===== src/rtl/data_proc_core.sv =====
// Pixel processing core: input FIFO, per-pixel compute, registered valid/ready output
// and a job FSM tracking accepted and delivered pixel counts.
module data_proc_core #(
  parameter int unsigned PIX_W      = 8,
  parameter int unsigned FIFO_DEPTH = 4,
  parameter int unsigned CNT_W      = 16
) (
  input  logic             clk,
  input  logic             reset,
  input  logic             ctrl_start,
  input  logic [1:0]       ctrl_mode,
  input  logic [PIX_W-1:0] ctrl_param,
  input  logic [CNT_W-1:0] ctrl_len,
  input  logic             in_valid,
  output logic             in_ready,
  input  logic [PIX_W-1:0] in_data,
  output logic             out_valid,
  input  logic             out_ready,
  output logic [PIX_W-1:0] out_data,
  output logic             busy,
  output logic             done,
  output logic [CNT_W-1:0] pix_count
);

  localparam int unsigned AW = $clog2(FIFO_DEPTH);

  typedef enum logic [1:0] {StIdle, StRun, StDrain, StDone} state_e;

  state_e             state_q, state_d;
  logic [1:0]         mode_q, mode_d;
  logic [PIX_W-1:0]   param_q, param_d;
  logic [CNT_W-1:0]   len_q, len_d;
  logic [CNT_W-1:0]   acc_q, acc_d;
  logic [CNT_W-1:0]   cnt_q, cnt_d;
  logic               ov_q, ov_d;
  logic [PIX_W-1:0]   od_q, od_d;
  logic [AW:0]        wr_ptr_q, wr_ptr_d, rd_ptr_q, rd_ptr_d;
  logic [PIX_W-1:0]   mem_q [FIFO_DEPTH];

  logic fifo_empty, fifo_full, push, pop, start_ok;

  function automatic logic [PIX_W-1:0] compute(input logic [1:0]       mode,
                                               input logic [PIX_W-1:0] p,
                                               input logic [PIX_W-1:0] k);
    logic [PIX_W:0]   sum;
    logic [PIX_W-1:0] res;
    sum = {1'b0, p} + {1'b0, k};
    res = p;
    case (mode)
      2'b00:   res = p;
      2'b01:   res = ~p;
      2'b10:   res = (p >= k) ? '1 : '0;
      default: res = sum[PIX_W] ? '1 : sum[PIX_W-1:0];
    endcase
    return res;
  endfunction

  // Pointers carry one extra wrap bit to tell full from empty.
  assign fifo_empty = (wr_ptr_q == rd_ptr_q);
  assign fifo_full  = (wr_ptr_q[AW] != rd_ptr_q[AW]) &&
                      (wr_ptr_q[AW-1:0] == rd_ptr_q[AW-1:0]);

  assign in_ready  = (state_q == StRun) && !fifo_full && (acc_q < len_q);
  assign push      = in_valid && in_ready;
  assign pop       = !fifo_empty && (!ov_q || out_ready);
  assign start_ok  = ctrl_start && ((state_q == StIdle) || (state_q == StDone));

  assign out_valid = ov_q;
  assign out_data  = od_q;
  assign busy      = (state_q == StRun) || (state_q == StDrain);
  assign done      = (state_q == StDone);
  assign pix_count = cnt_q;

  always_comb begin
    state_d  = state_q;
    mode_d   = mode_q;
    param_d  = param_q;
    len_d    = len_q;
    acc_d    = acc_q;
    cnt_d    = cnt_q;
    ov_d     = ov_q;
    od_d     = od_q;
    wr_ptr_d = wr_ptr_q;
    rd_ptr_d = rd_ptr_q;

    if (push) begin
      wr_ptr_d = wr_ptr_q + 1'b1;
      acc_d    = acc_q + CNT_W'(1);
    end
    if (pop) begin
      rd_ptr_d = rd_ptr_q + 1'b1;
      ov_d     = 1'b1;
      od_d     = compute(mode_q, mem_q[rd_ptr_q[AW-1:0]], param_q);
    end else if (out_ready) begin
      ov_d = 1'b0;
    end
    if (ov_q && out_ready && (cnt_q != '1)) begin
      cnt_d = cnt_q + CNT_W'(1);
    end

    unique case (state_q)
      StIdle, StDone: begin
        if (start_ok) begin
          mode_d  = ctrl_mode;
          param_d = ctrl_param;
          len_d   = ctrl_len;
          acc_d   = '0;
          cnt_d   = '0;
          state_d = (ctrl_len == '0) ? StDone : StRun;
        end
      end
      StRun: begin
        if (push && ((acc_q + CNT_W'(1)) == len_q)) state_d = StDrain;
      end
      StDrain: begin
        if (fifo_empty && !ov_q) state_d = StDone;
      end
      default: state_d = StIdle;
    endcase
  end

  always_ff @(posedge clk) begin
    if (reset) begin
      state_q  <= StIdle;
      mode_q   <= 2'b00;
      param_q  <= '0;
      len_q    <= '0;
      acc_q    <= '0;
      cnt_q    <= '0;
      ov_q     <= 1'b0;
      od_q     <= '0;
      wr_ptr_q <= '0;
      rd_ptr_q <= '0;
    end else begin
      state_q  <= state_d;
      mode_q   <= mode_d;
      param_q  <= param_d;
      len_q    <= len_d;
      acc_q    <= acc_d;
      cnt_q    <= cnt_d;
      ov_q     <= ov_d;
      od_q     <= od_d;
      wr_ptr_q <= wr_ptr_d;
      rd_ptr_q <= rd_ptr_d;
    end
  end

  // Storage needs no reset; validity is tracked by the pointers.
  always_ff @(posedge clk) begin
    if (push) mem_q[wr_ptr_q[AW-1:0]] <= in_data;
  end

endmodule

===== config.mk =====
export PLATFORM = sky130hd
export DESIGN_NAME = data_proc_core
export DESIGN_NICKNAME = d
export VERILOG_FILES = /design/src/rtl/data_proc_core.sv
export SDC_FILE = /design/constraint.sdc
export NUM_CORES = 1
export LEC_CHECK = 0
export ABC_AREA = 1
export CORE_UTILIZATION = 35
export DETAILED_ROUTE_END_ITERATION = 16
export GPL_TIMING_DRIVEN = 0
export PLACE_DENSITY_LB_ADDON = 0.1
export SYNTH_ARGS = -nofsm -noshare
export SYNTH_HDL_FRONTEND = slang
export SYNTH_SLANG_ARGS = --single-unit
export TNS_END_PERCENT = 30

===== constraint.sdc =====
create_clock -name clk -period 7.9 [get_ports clk]
set_input_delay 1.185 -clock clk [delete_from_list [all_inputs] [get_ports clk]]
set_output_delay 1.185 -clock clk [all_outputs]
set_load 0.01 [all_outputs]

# Word level (Yosys, flattened, before mapping)
# Memories as Yosys holds them, arrays and structs flattened. A register that Yosys moved wholly into a read port is not among the register bits.
# Cells that the tools add are included.
[totals]
register_bits = 75
ram_bits = 32
in_bits = 39
mem_count = 1
[classes]
addsub = 5
order_cmp = 2
n_eq_ne = 13
n_mux = 20
n_bitwise = 1
n_reduce_logical = 23
[memory_table]
columns = ["name", "words", "word_bits", "rd", "rd_ports_with_merged_regs", "wr", "line", "source"]
rows = [
  ["mem_q", 4, 8, 1, 1, 1, "38", "logic [PIX_W-1:0] mem_q [FIFO_DEPTH];"],
]
[op_table]
columns = ["op", "n"]
rows = [
  ["16-bit two-way mux", 6],
  ["16-bit by 1-bit adder with 16-bit output, second input constant", 2],
  ["8-bit one-hot mux with 3 select lines", 1],
  ["16-bit equality test", 1],
  ["16-bit logical NOT", 1],
  ["16-bit < comparator", 1],
  ["8-bit two-way mux", 2],
  ["16-bit inequality test, second input constant", 1],
  ["2-bit two-way mux", 6],
  ["1-bit logical AND", 10],
  ["8-bit by 8-bit adder with 9-bit output", 1],
  ["8-bit >= comparator", 1],
  ["8-bit inverter", 1],
  ["3-bit by 1-bit adder with 3-bit output, second input constant", 2],
  ["2-bit equality test, second input constant", 3],
  ["2-bit one-hot mux with 3 select lines", 1],
  ["2-bit by 1-bit equality test with 1-bit output, second input constant", 2],
  ["2-bit logical NOT", 2],
  ["1-bit two-way mux", 4],
  ["2-bit by 1-bit inequality test with 1-bit output, second input constant", 2],
  ["3-bit equality test", 1],
  ["1-bit logical NOT", 3],
  ["1-bit logical OR", 3],
  ["3-bit AND reduction", 1],
  ["other kinds (6)", 6],
]

# Depth between registers and ports, before layout
# Gate-level depths: netlist of the first run.
[depth]
word_depth = 9
mapped_depth = 19
mapped_depth_nobuf = 17

# Least setup slack after synthesis of the first run
# No wires, ideal clock.
[synth_path]
path_type = "register to register"
from = "reg (tool-made name)"
to = "reg od_q[2] (netlist: out_data[2])"
setup_ns = 0.126
arrival_ns = 2.510
t_required_ns = 7.774
slack_ns = 5.264
path_stages_with_launch = 17
path_cell_list = "dfxtp_1 -> clkbuf_1 -> inv_1 -> clkbuf_1 -> nand2_1 -> nand3_1 -> nand2_1 -> inv_1 -> fa_1 -> inv_1 -> nor2_1 -> o21ai_0 -> nand2_1 -> a31oi_1 -> o21ai_0 -> nand2_1 -> a31oi_1"
[synth_rtl]
columns = ["element", "line", "source"]
rows = [
  ["end signal: assignment", "131", "od_q <= '0;"],
  ["end signal: assignment", "142", "od_q <= od_d;"],
  ["end: declaration", "36", "logic [PIX_W-1:0] od_q, od_d;"],
]

# Final worst setup path of the first run
[layout_path]
from = "reg len_q[15]"
to = "out in_ready"
[layout_between]
elab_chain_len = 2
[layout_rtl]
columns = ["element", "line", "source"]
rows = [
  ["start: declaration", "32", "logic [CNT_W-1:0] len_q, len_d;"],
  ["start signal: assignment", "138", "len_q <= len_d;"],
  ["16-bit < comparator", "63", "assign in_ready = (state_q == StRun) && !fifo_full && (acc_q < len_q);"],
  ["1-bit logical AND", "63", ""],
  ["end: declaration", "15", "output logic in_ready,"],
]
# No other way between the ends.

==> results.cfg, run 1 <==
[outcome]
status = finished, final reports clean

[clock_tree]
cts_made_buffers = 9
ctsHoldBuffers = 0
cts.htree.levels = 3
insertion_delay_ns = 0.37
clk_pin_slew_ns = 0.08
clk_root_buffer_cell = clkbuf_16
numClockSinks = 109
post-cts-setup-buffers = 0
cts_tree = built
cts_resized = 0
ctsLongestPathBuffers = 2

[pwr]
power_leakage_nw = 2.90
p_per_area_mw_per_mm2 = 318
max-vdd-ir-drop_mv = 0.131
p_total_w = 0.00234

[finish]
area_growth_pct = 20.3
drive_gt1_frac = 0.0423
layout_commonest_cell = nand2_1
antenna_cells = 0
final_area_mm2 = 0.00736
finalNonFillerCells = 1118
nets = 977
final_cell_mix = nand2_1 (159), inv_1 (102), a21oi_1 (85)
fillers = 1799

[floorplan]
dieArea_mm2 = 0.0180
initial_utilization = 0.364
io_pins = 67
num_rows = 47
die_x_um = 134
core_mm2 = 0.0168
die_h_um = 134

[setup_path]
worstPathRequired_ns = 6.71
reg2reg_to = out_data[3]$_SDFFE_PP0P_
start_kind = flip-flop
ff2ff_path_depth = 16
cp_max_fo = 3
critical_path_class = reg -> out
critPathCaptureType = output port
critPathArrivalTime_ns = 2.53
r2r_setup_slack_ns = 4.54

[drt]
wl_per_cell_um = 14.8
first_pass_iters = 4
vias_per_cell = 4.87
drt_wl_total_um = 16500
drt-initial-drc-count = 342
ant_nets = 0
drc = 0
vias = 5442

[synthesis]
synth_top_area_share = 0.252
ys_seq_area_frac = 0.409
ys_seq_elements = 109
syn_area_mm2 = 0.00611
synth_area_per_cell_um2 = 7.49
yosys_warnings = 0
mappedNetlistNets = 900
synth_cells = 816
synth_cell_types = 36
synth_area_leaders = dfxtp_1 (25%), edfxtp_1 (16%), nand2_1 (9.8%)
synth_area_leader_cell = dfxtp_1

[placement]
place.port_buffers = 66
gp_congestion = 0.870
place_area_mm2 = 0.00705
detailed_place_hpwl_um = 12400
placed_cells = 1102

[sta]
rsz0062_at_grt = false
finalHoldViolCount = 0
worstMarginPinSlew_ns = 0.930
fmax_mhz = 270
fin_crit_sh = 0.470
max_slew_margin = 0.378
setup_viol = 0
final-max-slew-violation-count = 0
setup-tns-final_ns = 0
finalCriticalPeriod_ns = 3.71
skew_ns = 0.00963

[global_routing]
grt_pass1_wl_um = 26600
grt_max_degree = 23
grt_overflow = 0
grt_pass1_vias = 5145
antenna_found_initial = 0
grt_usage = 0.192

[min_path]
min_path_cells = 2
min_to = rd_ptr_q[2]$_SDFFE_PP0P_
worstHoldStart = rd_ptr_q[2]$_SDFFE_PP0P_
hp-class = reg -> reg

[flow_run]
maxCapViolCount = 0
==> layer usage <==
metal / global-route usage / share of wire / vias up
met5: 0 / 0 / -
met4: 0.0637 / 0.019 / 0
met3: 0.0382 / 0.043 / 17
met2: 0.310 / 0.44 / 114
met1: 0.256 / 0.50 / 2422
li1: - / - / 2889
==> worst max path at each step <==
stage	endpoint	cells after the start	start	slack (ns)
after floorplan	out_data[2]$_SDFFE_PP0P_	16	flip-flop	5.26
after global placement	acc_q[10]$_SDFF_PP0_	7	ctrl_start	4.30
after detailed placement	acc_q[10]$_SDFF_PP0_	7	ctrl_start	4.30
after CTS	in_ready	10	len_q[15]$_SDFFE_PP0P_	4.19
after global routing	in_ready	10	len_q[13]$_SDFFE_PP0P_	4.09
final	in_ready	10	len_q[15]$_SDFFE_PP0P_	4.19
==> metrics by stage <==
| stage | utilization | setup WS [ns] | hold slack [ns] |
|---|---|---|---|
| final | 0.437 | 4.19 | 0.473 |
| after global routing | 0.437 | 4.09 | 0.508 |
| after CTS | 0.437 | 4.19 | 0.475 |
| after detailed placement | 0.419 | 4.30 | 0.463 |
| after global placement | 0.419 | 4.30 | 0.467 |
| after floorplan | - | 5.26 | 0.447 |
==> state kept, by name (all words and copies together), names as in the netlist, named ones only <==
register   flops
pix_count     16
state_q        2
out_valid      1
mode_q         2
acc_q         16
rd_ptr_q       3
out_data       8
wr_ptr_q       3
param_q        8
len_q         16
mem_q         32
==> kinds of logic after synthesis <==
kind of cell    count (synthesis)  share of synthesized area
fa+ha+maj                      45                     0.0933
simple gates                  340                      0.246
compound gates                184                      0.158
buf+inv                       127                     0.0786
xor+xnor                       11                     0.0158
flops                         109                      0.409
==> final cells by class <==
class | count | area, um2 | area share
Inverter | 104 | 390 | 0.0531
Sequential cell | 109 | 2500 | 0.340
Timing Repair Buffer | 66 | 661 | 0.0898
Multi-Input combinational cell | 580 | 3130 | 0.426
Clock buffer | 9 | 225 | 0.0306
Buffer | 23 | 90.1 | 0.0122
Tap cell | 220 | 275 | 0.0374
Clock inverter | 7 | 81.3 | 0.0111
==> report_power, final <==
| group | switching, W | leakage (nW) | total (W) | internal, W |
|---|---|---|---|---|
| combinational | 0.000693 | 1.83 | 0.00109 | 0.000393 |
| clock | 0.000245 | 0.150 | 0.000473 | 0.000229 |
| sequential | 0.0000912 | 0.920 | 0.000780 | 0.000689 |
==> worst max-delay path: stages, from the launching register on <==
cell and delay (ns):
dfxtp_1 0.34, inv_1 0.08, ha_1 0.33, nand2_1 0.08, nand3b_1 0.07, nor2_1 0.19, o21ai_1 0.13, nor2_1 0.20
nand2_1 0.14, inv_1 0.07, clkdlybuf4s50_1 0.52
==> cells in the mapped netlist <==
cell,n
clkinv_1,1
and2_2,1
a21oi_1,85
nand3b_1,3
o21ai_0,79
nor2_2,5
a41oi_1,1
a211oi_1,1
clkbuf_1,19
nor2_1,68
o21a_1,2
nor3_1,9
o22ai_1,1
or2_0,1
buf_2,3
a31oi_1,8
fa_1,1
inv_2,1
buf_1,1
xnor2_1,3
nand3_2,2
ha_1,44
o21ai_1,1
dfxtp_1,77
a2111oi_0,3
xor2_1,8
edfxtp_1,32
inv_1,102
o31ai_1,2
nand3_1,63
nor4_1,4
nand2_1,159
nand4_1,15
nor2_4,4
a2bb2oi_1,1
nand2_2,6
No activity file was read; power rests on OpenSTA's default activity.
==> run 2: changes to the inputs <==
clock period = 3 ns   (was 7.9 ns; I/O delays follow)
==> results.cfg, run 2 (synthesis gave the netlist of run 1 again) <==
[flow_run]
maxCapViolCount = 0

[finish]
drive_gt1_frac = 0.0653
largest_reg_flops = 32
finalNonFillerCells = 1124
area_growth_pct = 22.7
nets = 983
antenna_cells = 0
layout_commonest_cell = nand2_1
final_area_mm2 = 0.00750
final_cell_mix = nand2_1 (157), inv_1 (101), a21oi_1 (83)

[sta]
max_slew_margin = 0.374
final-max-slew-violation-count = 0
skew_ns = 0.0104
setup-tns-final_ns = 0
finalCriticalPeriod_ns = 2.94
fmax_mhz = 341
rsz0062_at_grt = true
setup_viol = 0
fin_crit_sh = 0.979
finalHoldViolCount = 0
worstMarginPinSlew_ns = 0.930

[drt]
vias = 5480
wl_per_cell_um = 14.8
drt-initial-drc-count = 280
drt_wl_total_um = 16600
drc = 0
vias_per_cell = 4.88
ant_nets = 0
first_pass_iters = 5

[floorplan]
die_x_um = 134
die_h_um = 134
num_rows = 47
core_mm2 = 0.0168
dieArea_mm2 = 0.0180
initial_utilization = 0.364
io_pins = 67

[setup_path]
cpPeakStageDelay_ns = 0.52
critPathArrivalTime_ns = 2.49
ff2ff_path_depth = 12
reg2reg_to = mem_q[2][7]$_DFFE_PP_
critical_path_class = reg -> out
crit_chain = inv_1, ha_1, a21oi_1, nor2_1, nor2_1, o21ai_1, nor2_1, nand2_1, inv_1, clkdlybuf4s50_1
start_kind = flip-flop
cp_num_buf_inv = 3
critPathTopFamily = buffers and inverters
critPathCaptureType = output port
r2r_setup_slack_ns = 0.29
cp_max_fo = 3
slowest_stage = clkdlybuf4s50_1
worstPathRequired_ns = 2.55
reg2reg_from = len_q[13]$_SDFFE_PP0P_
path_common_cell = nor2_1

[clock_tree]
cts_tree = built
cts_made_buffers = 9
cts.htree.levels = 3
clk_pin_slew_ns = 0.08
numClockSinks = 109
clk_root_buffer_cell = clkbuf_16
insertion_delay_ns = 0.37
ctsLongestPathBuffers = 2

[placement]
gp_congestion = 0.870
placed_cells = 1102
place.port_buffers = 66
detailed_place_hpwl_um = 12400
place_area_mm2 = 0.00705

[outcome]
status = finished, final reports clean

[global_routing]
grt_usage = 0.192
grt_max_degree = 23
grt_overflow = 0
grt_pass1_vias = 5144
grt_pass1_wl_um = 26600
antenna_found_initial = 0

[min_path]
worstHoldStart = rd_ptr_q[2]$_SDFFE_PP0P_
hp-class = reg -> reg
min_to = rd_ptr_q[2]$_SDFFE_PP0P_
min_path_cells = 2

[pwr]
p_per_area_mw_per_mm2 = 840
power_leakage_nw = 2.96
max-vdd-ir-drop_mv = 0.357
-- run 2: worst max-delay path by stage --
stage	start	endpoint	slack, ns	depth (start not counted)
2_1_floorplan	flip-flop	out_data[2]$_SDFFE_PP0P_	0.36	16
3_3_place_gp	flip-flop	out_data[3]$_SDFFE_PP0P_	-0.39	16
3_5_place_dp	flip-flop	out_data[3]$_SDFFE_PP0P_	-0.38	16
4_1_cts	len_q[15]$_SDFFE_PP0P_	mem_q[1][7]$_DFFE_PP_	-0.05	12
5_1_grt	len_q[13]$_SDFFE_PP0P_	in_ready	-0.06	10
6_report	len_q[13]$_SDFFE_PP0P_	in_ready	0.06	10
-- run 2: per-layer routing --
| metal | global-route usage | vias to the layer above | share of wire |
|---|---|---|---|
| li1 | - | 2902 | - |
| met3 | 0.0382 | 20 | 0.049 |
| met4 | 0.0637 | 0 | 0.020 |
| met1 | 0.257 | 2436 | 0.48 |
| met5 | 0 | - | 0 |
| met2 | 0.310 | 122 | 0.45 |
-- run 2: final cells by class --
cell class	count	area (um2)
plain buffers	21	87.6
clock buffers	9	225
clock inverters	7	81.3
fillers	1781	9320
inverters	104	390
multi-input cells	580	3190
flip-flops and latches	109	2510
well taps	220	275
repair buffers	74	746
-- run 2: timing repair --
item | CTS | global route
setup endpoints to repair | 41 | 42
pin swaps | 0 | 4
setup buffers | 0 | 8
hold buffers | 0 | 0
resized for setup | 7 | 17
-- run 2: worst register-to-register path, cell delays in order, from the launching register on --
cell and delay [ns]:
dfxtp_1 0.35, inv_1 0.08, ha_1 0.31, a21oi_1 0.13
nor2_1 0.05, nor2_1 0.16, o21ai_1 0.12, nor2_1 0.18
nand2_1 0.14, nor2_4 0.17, inv_1 0.15, buf_2 0.26
nor2_4 0.28
-- run 2: report_power, final --
group          total (W)  internal [W]  switching, W
registers        0.00208       0.00182      0.000264
clock network    0.00124      0.000602      0.000639
logic            0.00298       0.00111       0.00187
total            0.00630       0.00353       0.00277
-- run 2: stage by stage --
stage / power, W / setup slack, ns / util / hold WS [ns]
detailed placement: 0.00495 / -0.380 / 0.419 / 0.463
finish: 0.00630 / 0.0634 / 0.446 / 0.472
global route: 0.00687 / -0.0626 / 0.446 / 0.508
global placement: 0.00495 / -0.390 / 0.419 / 0.467
floorplan: 0.00400 / 0.364 / - / 0.447
CTS: 0.00625 / -0.0462 / 0.439 / 0.475
